### src/rtl/sqrt_arbiter.sv
// sqrt_arbiter: round-robin arbiter over four requesters feeding a shared
// iterative integer square-root unit (odd-number accumulation).
// Optional feature: define SQRT_ARBITER_ZERO_BYPASS_EN to send a zero
// operand straight from IDLE to DONE, so vld_o rises with gnt_o.
module sqrt_arbiter #(
    parameter int unsigned NREQ = 4
) (
    input  logic                clk_i,
    input  logic                rstn_i,
    input  logic [NREQ-1:0]     req_i,
    input  logic [8*NREQ-1:0]   dt_i,
    output logic [NREQ-1:0]     gnt_o,
    output logic                busy_o,
    output logic                vld_o,
    output logic [7:0]          res_o,
    output logic [1:0]          id_o,
    input  logic                rdy_i
);

    typedef enum logic [1:0] {
        StIdle,
        StCalc,
        StDone
    } state_e;

    state_e          state_q, state_d;
    logic [NREQ-1:0] gnt_q, gnt_d;
    logic            vld_q, vld_d;
    logic [7:0]      res_q, res_d;
    logic [1:0]      id_q, id_d;
    logic [7:0]      x_q, x_d;
    logic [3:0]      r_q, r_d;
    // sq holds (r+1)^2; reaches 256 for x=255, hence 9 bits
    logic [8:0]      sq_q, sq_d;
    // Index with top priority in the next arbitration round
    logic [1:0]      prio_q, prio_d;

    logic            win_found;
    logic [1:0]      win_idx;
    logic [1:0]      cand;
    logic [7:0]      win_op;

    // Round-robin search starting at the priority pointer
    always_comb begin
        win_found = 1'b0;
        win_idx   = 2'd0;
        cand      = 2'd0;
        for (int unsigned i = 0; i < NREQ; i++) begin
            cand = prio_q + 2'(i);
            if (!win_found && req_i[cand]) begin
                win_found = 1'b1;
                win_idx   = cand;
            end
        end
    end

    assign win_op = dt_i[{win_idx, 3'b000} +: 8];

    // Next-state and datapath update
    always_comb begin
        state_d = state_q;
        gnt_d   = '0;
        vld_d   = vld_q;
        res_d   = res_q;
        id_d    = id_q;
        x_d     = x_q;
        r_d     = r_q;
        sq_d    = sq_q;
        prio_d  = prio_q;
        unique case (state_q)
            StIdle: begin
                if (win_found) begin
                    gnt_d[win_idx] = 1'b1;
                    id_d           = win_idx;
                    x_d            = win_op;
                    r_d            = 4'd0;
                    sq_d           = 9'd1;
                    prio_d         = win_idx + 2'd1;
`ifdef SQRT_ARBITER_ZERO_BYPASS_EN
                    if (win_op == 8'd0) begin
                        res_d   = 8'd0;
                        vld_d   = 1'b1;
                        state_d = StDone;
                    end else begin
                        state_d = StCalc;
                    end
`else
                    state_d = StCalc;
`endif
                end
            end
            StCalc: begin
                if (sq_q <= {1'b0, x_q}) begin
                    // (r+2)^2 = (r+1)^2 + 2r + 3
                    r_d  = r_q + 4'd1;
                    sq_d = sq_q + {4'd0, r_q, 1'b0} + 9'd3;
                end else begin
                    res_d   = {4'd0, r_q};
                    vld_d   = 1'b1;
                    state_d = StDone;
                end
            end
            StDone: begin
                if (rdy_i) begin
                    vld_d   = 1'b0;
                    state_d = StIdle;
                end
            end
            default: begin
                state_d = StIdle;
            end
        endcase
    end

    // State and datapath registers; reset aborts any operation in flight
    always_ff @(posedge clk_i or negedge rstn_i) begin
        if (!rstn_i) begin
            state_q <= StIdle;
            gnt_q   <= '0;
            vld_q   <= 1'b0;
            res_q   <= 8'd0;
            id_q    <= 2'd0;
            x_q     <= 8'd0;
            r_q     <= 4'd0;
            sq_q    <= 9'd1;
            prio_q  <= 2'd0;
        end else begin
            state_q <= state_d;
            gnt_q   <= gnt_d;
            vld_q   <= vld_d;
            res_q   <= res_d;
            id_q    <= id_d;
            x_q     <= x_d;
            r_q     <= r_d;
            sq_q    <= sq_d;
            prio_q  <= prio_d;
        end
    end

    assign gnt_o  = gnt_q;
    assign vld_o  = vld_q;
    assign res_o  = res_q;
    assign id_o   = id_q;
    assign busy_o = (state_q != StIdle);

endmodule

### config.mk
export PLATFORM = sky130hd
export DESIGN_NAME = sqrt_arbiter
export DESIGN_NICKNAME = d
export VERILOG_FILES = /design/src/rtl/sqrt_arbiter.sv
export SDC_FILE = /design/constraint.sdc
export NUM_CORES = 1
export LEC_CHECK = 0
export CAP_MARGIN = 30
export CORE_UTILIZATION = 44
export CTS_BUF_LIST = sky130_fd_sc_hd__clkbuf_4 sky130_fd_sc_hd__clkbuf_8 sky130_fd_sc_hd__clkbuf_16
export DETAILED_ROUTE_END_ITERATION = 10
export PLACE_DENSITY_LB_ADDON = 0.08
export SYNTH_ARGS = -nofsm -noshare
export SYNTH_HDL_FRONTEND = slang
export SYNTH_SLANG_ARGS = --single-unit
### constraint.sdc
create_clock -name clk_i -period 2.5 [get_ports clk_i]
set_input_delay 0.5 -clock clk_i [delete_from_list [all_inputs] [get_ports clk_i]]
set_output_delay 0.5 -clock clk_i [all_outputs]
set_load 0.03 [all_outputs]
== Word-level counts from Yosys, hierarchy flattened ==
Cells that the tools add are included.

* Register bits: 36
* Input bits: 39
* Output and inout port bits: 16

* Muxes and demuxes: 33
* Magnitude comparators: 7
* Add/subtract/negate cells: 7
* Equal/unequal tests: 6
* Reductions and logical operators: 16
* Shifts and indexed selects: 1
* Bitwise logic cells: 1

{| class="wikitable"
|+ Operators with widths
! operator !! number
|-
| $shiftx 32x6->8 || 1
|-
| $mux 9 || 2
|-
| $pmux 9 s2 || 1
|-
| $mux 4 || 4
|-
| $lt 2x3->1 const B || 5
|-
| $mux 2 || 7
|-
| $mux 1 || 11
|-
| $add 9x2->9 const B || 1
|-
| $add 9x5->9 || 1
|-
| $le 9x8->1 || 1
|-
| $reduce_and 3->1 || 3
|-
| $bmux 1 s2 || 4
|-
| $ne 2x2->1 const B || 4
|-
| $pmux 4 s2 || 1
|-
| $pmux 2 s3 || 1
|-
| $reduce_bool 2->1 || 3
|-
| $add 2x1->2 const B || 2
|-
| $add 2x2->2 const B || 2
|-
| $add 4x1->4 const B || 1
|-
| $logic_and 1x1->1 || 4
|-
| $reduce_and 2->1 || 2
|-
| $logic_not 1->1 || 3
|-
| $demux 1 s2 || 1
|-
| $eq 2x1->1 const B || 1
|-
| 5 further kinds || 5
|}

== Logic depth before layout (Yosys ltp) ==
* Depth in word-level cells: 18
* Gate-level depth with buffers: 10
* Mapped depth without buffers: 10

== Worst setup path before layout ==
Ideal clock, no wire load.

* Kind: register to register
* Start: register r_q[0]
* End: register sq_q[7]
* Path buffers: 0
* Data required time: 2421 ps
* Slack: 319 ps
* Data arrival time: 2102 ps
* Cell stages (with the launch flop): 11
* Clock period less this slack: 2181 ps
* Cell sequence: dfrtp_1 -> inv_1 -> ha_1 -> inv_1 -> ha_1 -> fa_1 -> a21o_1 -> a21oi_1 -> nor2_1 -> o2111ai_1 -> mux2i_1

* Cells in the longest elaborated chain, start to end: 4

{| class="wikitable"
|+ Ends and longest elaborated chain
! what !! RTL line !! RTL
|-
| from (decl) || 32 || <nowiki>logic [3:0] r_q, r_d;</nowiki>
|-
| from (signal assigned) || 134 || <nowiki>r_q <= r_d;</nowiki>
|-
| $add 9x5->9 || 96 || <nowiki>sq_d = sq_q + {4'd0, r_q, 1'b0} + 9'd3;</nowiki>
|-
| $add 9x2->9 || 96 ||
|-
| $mux 9 || 93 || <nowiki>if (sq_q <= {1'b0, x_q}) begin</nowiki>
|-
| $pmux 9 s2 || 70 || <nowiki>unique case (state_q)</nowiki>
|-
| to (signal assigned) || 135 || <nowiki>sq_q <= sq_d;</nowiki>
|-
| to (decl) || 34 || <nowiki>logic [8:0] sq_q, sq_d;</nowiki>
|}

No other way between the ends. The select of a mux whose other input is x is not followed.
A chain may end at the register's enable or synchronous reset.

== Final worst setup path ==
Same ends and word-level chain as after synthesis.

==> results.py <==
metrics = {
    "layout": {
        "syn_to_final_growth_pct": 29.7,
        "drive_above_1_share": 0.113,
        "most-common-layout-cells": "clkdlybuf4s50_1, dfrtp_1, nand2_1",
        "fillCellCount": 474,
        "layout.nets": 343,
        "diodes": 0,
        "final_common_cell": "clkdlybuf4s50_1",
    },
    "floorplan": {
        "fp.dieW_um": 74.7,
        "dieArea_um2": 5570,
        "io_pins": 55,
        "start_util": 0.455,
        "coreArea_um2": 5110,
        "die_height_um": 74.7,
        "rows": 26,
    },
    "clock_network": {
        "clock_path_buffers": 2,
        "cts-hold-fix-buffers": 0,
        "cts_tree": "built",
        "clock-root-buffer": "clkbuf_8",
        "postCtsSetupBuffers": 0,
        "clock-sinks": 36,
        "path_clk_slew_ns": 0.08,
        "postCtsResizedCells": 0,
        "cts_max_level": 2,
        "cts_buffers": 5,
        "insertion_delay_ns": 0.29,
    },
    "power": {
        "leakagePower_nw": 1.48,
        "p_total_mw": 3.79,
        "irDropWorstVdd_uv": 499,
        "power_density_nw_per_um2": 1260,
    },
    "yosys": {
        "synth_edf_count": 0,
        "synth.distinct_cells": 44,
        "synth_seq_area_share": 0.388,
        "synth_warnings": 0,
        "async_reset_ff_frac": 1.00,
        "synth-main-ff-cell": "dfrtp_1",
        "syn_area_um2": 2320,
        "synth-seq-cells": 36,
        "synth_cells": 225,
        "synth.avg_cell_area_um2": 10.3,
    },
    "min_path": {
        "worstHoldStart": "id_o[0]",
        "hp-class": "flop to flop",
    },
    "worst_setup_path": {
        "slowest_stage": "dfrtp_1",
        "crit_buf_inv": 2,
        "end_kind": "flop",
        "crit_type": "flop to flop",
        "startpoint": "r_q[0]",
        "worst_setup_path_start_kind": "flop",
        "cp_top_family": "adder cells",
        "rr_startpoint": "r_q[0]",
        "max_stage_delay_ns": 0.42,
        "crit_chain": "inv_1, ha_1, inv_1, ha_1, fa_1, a21o_1, a21oi_2, nor2_1, o2111ai_1, mux2i_1",
        "crit_arrival_ns": 2.53,
        "cp.required_ns": 2.71,
        "critPathMaxFanout": 6,
    },
    "drt": {
        "final_antenna_net_count": 0,
        "drc": 0,
        "drt_iter0_markers": 77,
        "viasPerCell": 5.10,
        "routedWlPerCell_um": 13.3,
        "wirelength_um": 4680,
        "drt-pass1-iter-count": 4,
        "dr_total_vias": 1795,
    },
    "sta": {
        "setup_viol": 0,
        "finalSetupTns_ns": 0,
        "fmax_mhz": 430,
        "maxSlewViolCount": 0,
        "fin_crit_ns": 2.32,
        "fin_crit_sh": 0.929,
        "hold_viol_final": 0,
        "skew_ns": 0.00491,
        "holdWs_ns": 0.480,
        "worstMarginPinSlew_ns": 0.512,
        "slew_headroom": 0.655,
        "rsz0062_at_grt": "false",
    },
    "global_routing": {
        "grt_overflow_total": 0,
        "grt_pass1_vias": 1699,
        "grt_pass1_wl_um": 7840,
        "antenna_found_initial": 0,
        "grt_max_degree": 37,
        "grt_usage": 0.188,
    },
    "placement": {
        "place_hpwl_um": 3610,
        "place.gp.congestion": 0.803,
        "io_buffers": 50,
    },
    "job": {
        "maxCapViolations": 0,
    },
    "outcome": {
        "outcome": "complete, no violations",
    },
}
## cell usage after synthesis, types with 2 or more instances
cell,instances,area (um2)
inv_1,25,93.8
xnor2_1,3,26.3
nand2_1,31,116
buf_4,5,37.5
a31o_2,3,26.3
mux2i_1,27,270
dfrtp_1,35,876
mux2_4,4,60.1
o21ai_0,5,25.0
buf_2,3,15.0
buf_6,2,22.5
or2_2,2,12.5
nor2_1,7,26.3
nand4_1,2,12.5
o221ai_1,10,87.6
ha_1,22,275
and2_1,4,25.0
a21o_1,2,15.0
a21oi_1,8,40.0
## sequential cells by signal (all words and copies together) (netlist names)
signal,flops
sq_q,9
x_q,8
gnt_o,4
r_q,4
res_o,4
id_o,2
prio_q,2
state_q,2
vld_o,1
## stage by stage
step | area [um2] | cells | utilization | setup WS [ns]
after floorplan | 2330 | 228 | - | 0.319
after global placement | 2920 | 344 | 0.571 | 0.181
after detailed placement | 2920 | 344 | 0.571 | 0.142
after CTS | 3010 | 352 | 0.589 | 0.112
after global routing | 3010 | 352 | 0.590 | 0.0225
final | 3010 | 352 | 0.590 | 0.176
## layout make-up
cell class | instances | area (um2) | share of cell area
Multi-Input combinational cell | 157 | 1270 | 0.420
Sequential cell | 36 | 902 | 0.299
Timing Repair Buffer | 56 | 571 | 0.189
Inverter | 25 | 93.8 | 0.0311
Tap cell | 70 | 87.6 | 0.0291
Clock buffer | 6 | 82.6 | 0.0274
Clock inverter | 2 | 10.0 | 0.00332
## worst reg2reg max path, stage by stage (launching register included)
cell and delay, ns:
dfrtp_1 0.42, inv_1 0.06, ha_1 0.27, inv_1 0.04, ha_1 0.20, fa_1 0.41, a21o_1 0.19, a21oi_2 0.17
nor2_1 0.06, o2111ai_1 0.20, mux2i_1 0.22
## kinds of logic (layout without fill, tap and decap cells)
kind of cell | count (synthesis) | after routing | synth area share
mux | 31 | 31 | 0.142
buf+inv | 35 | 89 | 0.0727
other cells | 1 | 4 | 0.00161
simple gates | 55 | 55 | 0.116
fa+ha+maj | 23 | 23 | 0.127
compound gates | 41 | 41 | 0.140
xor+xnor | 3 | 3 | 0.0113
flops | 36 | 36 | 0.388
## power by group
group,leakage (nW),total [mW],internal [mW],switching [mW]
registers,0.454,1.05,0.847,0.208
logic,0.974,2.30,1.09,1.21
clock network,0.0510,0.437,0.220,0.217
total,1.48,3.79,2.15,1.64
## metal layers
layer / wire length, um / global-route usage / vias up
met3: 201 / 0.0428 / 7
met4: 65 / 0.0650 / 0
met1: 2090 / 0.243 / 843
li1: - / - / 896
met5: 0 / 0 / -
met2: 2330 / 0.311 / 49
## worst paths after layout
check                                 end  cells past startpoint  slack, ns
min in group asynchronous       prio_q[0]                      2       0.63
worst max-delay path              sq_q[7]                     10       0.18
max in group asynchronous         sq_q[0]                      2       1.52
worst min register to register    id_o[0]                      2       0.48
worst min-delay path              id_o[0]                      2       0.48
worst max register to register    sq_q[7]                     10       0.18
Note: power is estimated with default switching activity, not from simulation.
